==> config.mk <==
export PLATFORM = sky130hd
export DESIGN_NAME = ram_arbiter
export DESIGN_NICKNAME = d
export VERILOG_FILES = /design/src/rtl/ram_arbiter.sv
export SDC_FILE = /design/constraint.sdc
export NUM_CORES = 1
export LEC_CHECK = 0
export ABC_AREA = 1
export ABC_CLOCK_PERIOD_IN_PS = 1600
export BUFFER_PORTS_ARGS = -buffer_cell sky130_fd_sc_hd__buf_4
export CORE_AREA = 2 2 104 106
export DETAILED_ROUTE_END_ITERATION = 10
export DIE_AREA = 0 0 106 108
export GPL_TIMING_DRIVEN = 0
export SLEW_MARGIN = 20
export SYNTH_ARGS = -nofsm -noshare
export SYNTH_HDL_FRONTEND = slang
export SYNTH_SLANG_ARGS = --single-unit
==> constraint.sdc <==
create_clock -name CLK -period 1.6 [get_ports CLK]
set_input_delay 0.24 -clock CLK [delete_from_list [all_inputs] [get_ports CLK]]
set_output_delay 0.24 -clock CLK [all_outputs]
set_load 0.005 [all_outputs]
==> src/rtl/ram_arbiter.sv <==
// Arbitrates the shared RAM port between instruction and data caches with a registered grant.
// Optional macro ARB_FAIRNESS_EN bounds instruction starvation to DSTREAK_MAX data grants.
module ram_arbiter #(
  parameter int unsigned DSTREAK_MAX = 4
) (
  input  logic        CLK,
  input  logic        nRST,
  input  logic        iREN,
  input  logic [31:0] iaddr,
  output logic [31:0] iload,
  output logic        iwait,
  input  logic        dREN,
  input  logic        dWEN,
  input  logic [31:0] daddr,
  input  logic [31:0] dstore,
  output logic [31:0] dload,
  output logic        dwait,
  output logic        ramREN,
  output logic        ramWEN,
  output logic [31:0] ramaddr,
  output logic [31:0] ramstore,
  input  logic [31:0] ramload,
  input  logic [1:0]  ramstate
);

  typedef enum logic [1:0] {
    FREE   = 2'd0,
    BUSY   = 2'd1,
    ACCESS = 2'd2,
    ERROR  = 2'd3
  } ramstate_t;

  typedef enum logic [1:0] {
    IDLE = 2'd0,
    IBUS = 2'd1,
    DBUS = 2'd2
  } st_t;

  st_t       st;
  ramstate_t rs;
  logic      dreq;
  logic      ram_done;
  logic      force_i;

  assign rs       = ramstate_t'(ramstate);
  assign dreq     = dREN | dWEN;
  assign ram_done = (rs == ACCESS) || (rs == ERROR);

`ifdef ARB_FAIRNESS_EN
  localparam int unsigned SW = (DSTREAK_MAX < 1) ? 1 : $clog2(DSTREAK_MAX + 1);
  localparam logic [SW-1:0] SMAX = SW'(DSTREAK_MAX);

  logic [SW-1:0] dstreak;

  function automatic logic [SW-1:0] sat_inc(input logic [SW-1:0] v);
    return (v == SMAX) ? v : v + 1'b1;
  endfunction

  assign force_i = iREN && (dstreak == SMAX);

  // Streak of data completions seen while the instruction side waits
  always_ff @(posedge CLK or negedge nRST) begin
    if (!nRST) begin
      dstreak <= '0;
    end else if (!iREN) begin
      dstreak <= '0;
    end else if ((st == IDLE) && (force_i || !dreq)) begin
      dstreak <= '0;
    end else if ((st == DBUS) && (rs == ACCESS)) begin
      dstreak <= sat_inc(dstreak);
    end
  end
`else
  assign force_i = 1'b0;
`endif

  // Grant register: ERROR and abort both fall back to IDLE so the request re-arbitrates
  always_ff @(posedge CLK or negedge nRST) begin
    if (!nRST) begin
      st <= IDLE;
    end else begin
      case (st)
        IDLE: begin
          if (force_i)     st <= IBUS;
          else if (dreq)   st <= DBUS;
          else if (iREN)   st <= IBUS;
        end
        IBUS: if (!iREN || ram_done) st <= IDLE;
        DBUS: if (!dreq || ram_done) st <= IDLE;
        default: st <= IDLE;
      endcase
    end
  end

  // RAM-side routing follows live requester signals so an abort drops enables at once
  always_comb begin
    ramREN   = 1'b0;
    ramWEN   = 1'b0;
    ramaddr  = '0;
    ramstore = '0;
    case (st)
      IBUS: begin
        ramREN  = iREN;
        ramaddr = iaddr;
      end
      DBUS: begin
        ramWEN   = dWEN;
        ramREN   = dREN & ~dWEN;
        ramaddr  = daddr;
        ramstore = dstore;
      end
      default: ;
    endcase
  end

  assign iwait = !((st == IBUS) && (rs == ACCESS));
  assign dwait = !((st == DBUS) && (rs == ACCESS));
  assign iload = ramload;
  assign dload = ramload;

endmodule

==> reports/qor.yml <==
drtIter0Drc: 61
antenna_cells: 0
hold_path_class: "in -> reg"
synthMuxAreaShare: 0
drcViolationCount: 0
die_width_um: 106
synth_top_family_by_area: "buffers and inverters"
tns_ns: -4.91
synth_compound_area_frac: 0.110
leakagePower_uw: 0.00222
tightest_slew_ns: 0.127
finalMaxSlewViolations: 0
ir_drop_mv: 0.441
dpl_cell_area_um2: 3420
yosys_warnings: 0
top_level_ports: 267
cts_tree: "built"
portBuffers: 234
syn_inst: 276
cts_buffers: 3
postLayoutCoreUtil: 0.365
clkLatencyLatePin_ns: 0.21
root_buffer: "clkbuf_8"
wl_per_cell_um: 12.5
synth_top_area_share: 0.341
grt_pass1_vias: 2324
outcome: "complete, but fails checks"
ys_seq_area_frac: 0.0334
wl_mm: 8.21
synth_fa_ha_area_frac: 0.0251
firstDrtPassIters: 4
arrival_ns: 1.47
drive_gt1_frac: 0.677
vias_per_cell: 3.74
fmax_mhz: 585
fillers: 1096
final_nets: 660
crit_path_end_kind: "output pin"
grt_pass1_wl_mm: 11.4
power_uw: 3250
violations: "setup timing"
pwr_density_cell_nw_per_um2: 870
antenna_found_initial: 0
hold_violations: 0
top_register: "st"
crit_required_ns: 1.36
final_common_cell: "buf_4"
path_clk_slew_ns: 0.03
yosys-top-cells-area: "buf_4, nand2_1, a21oi_1"
synth-seq-cells: 2
rsz0062_at_grt: "yes"
grt_util_all_layers: 0.124
initial_utilization: 0.146
yosys.area.top_type: "buf_4"
grt_max_degree: 11
holdWs_ns: 0.319
die_area_um2: 11400
crit_fanout: 7
avgSynthCellArea_um2: 5.42
fin_ws_ns: -0.110
largest_reg_flops: 2
cp_slowest_cell: "dfrtp_1"
synth-simple-area-share: 0.309
drv_cap: 0
fp.dieH_um: 108
syn_nets: 414
drtAntennaViolNets: 0
htreeDepth: 1
netlist_area_um2: 1500
synth_cell_types: 12
finClkSkew_ns: 0.0000106
core_um2: 10200
period_share: 1.07
num_vias: 2452
crit_type: "reg -> out"
design_area_um2: 3740
clockBufferDepth: 2
cts_sinks: 2
largestRegisters: "st: 2 flops"
max_stage_delay_ns: 0.39
crit_chain: "buf_4 -> ha_4 -> buf_12 -> clkbuf_16 -> nand2_1 -> a21oi_2 -> buf_4"
grt_overflow: 0
most-common-layout-cells: "buf_4, nand2_1, inv_1"
cpMostUsedCell: "buf_4"
yosys.area_share.xor_xnor: 0
syn2layout_area_growth_pct: 150
start_kind: "flip-flop"
setup_violations: 64
num_rows: 37
dp_hpwl_mm: 6.88
maxSlewHeadroom: 0.915
place.gp.congestion: 0.743
min_period_ns: 1.71
[path summary, 6_finish.rpt]
path / startpoint / end / slack, ns / depth (start not counted)
max reg2reg: st[0] / st[1] / 0.19 / 9
max in group asynchronous: nRST / st[1] / 1.16 / 2
min: iREN / st[0] / 0.32 / 3
min reg2reg: st[1] / st[1] / 0.53 / 2
max: st[0] / ramaddr[26] / -0.11 / 7
min in group asynchronous: nRST / st[0] / 0.35 / 2
[repair_timing]
item	in CTS	in global routing
hold buffers	1	0
pin swaps	5	1
buffers inserted	4	0
hold endpoints to repair	2	0
resized for setup	40	14
endpoints found under the setup margin	67	68
gates cloned	1	1
[critical path: cells and delay by family, from the launching register on]
family / cells / cell delay [ns]
adder cells (fa/ha/maj): 1 / 0.16
flip-flops: 1 / 0.39
AND/OR/NAND/NOR: 1 / 0.07
AO/OA/AOI/OAI: 1 / 0.06
buffers and inverters: 4 / 0.58
[synth_stat cells]
| library cell | n |
|---|---|
| a21oi_1 | 33 |
| ha_1 | 3 |
| nand2_1 | 105 |
| buf_4 | 68 |
| nor2_1 | 2 |
| nand3_2 | 2 |
| dfrtp_1 | 2 |
| inv_1 | 42 |
| buf_12 | 1 |
| buf_6 | 7 |
| nand3_1 | 8 |
| buf_2 | 3 |
[layer usage]
layer	GRT usage	part of all wire	vias to the layer above
met2	0.260	0.57	123
li1	-	-	1244
met4	0.0132	0.0033	0
met1	0.131	0.35	1083
met3	0.0211	0.076	2
met5	0	0	-
[through the flow]
stage                     setup WS [ns]  instances
final                            -0.110        656
after global routing             -0.205        656
after CTS                        -0.108        655
after detailed placement        -0.0895        646
after global placement          -0.0627        646
after floorplan                   0.303        276
[kinds of logic (layout without fill, tap and decap cells)]
group                    count (synthesis)  in the layout
flip-flops                               2              2
adder cells (fa/ha/maj)                  3              3
buffers and inverters                  121            365
AO/OA/AOI/OAI                           33             33
AND/OR/NAND/NOR                        117            117
[area by class of cell]
type / instances / area [um2] / share of cell area
Timing Repair Buffer: 241 / 1860 / 0.497
Multi-Input combinational cell: 153 / 757 / 0.203
Buffer: 79 / 702 / 0.188
Tap cell: 136 / 170 / 0.0455
Inverter: 42 / 160 / 0.0429
Sequential cell: 2 / 50.0 / 0.0134
Clock buffer: 3 / 41.3 / 0.0110
[where the power goes]
part | switching (uW) | total [uW] | internal [uW] | leakage, uW
clock network | 37.6 | 197 | 159 | 0.0000216
registers | 14.8 | 82.0 | 67.2 | 0.0000258
logic | 1370 | 2970 | 1600 | 0.00217
total | 1420 | 3250 | 1830 | 0.00222
Note: power is estimated with default switching activity, not from simulation.
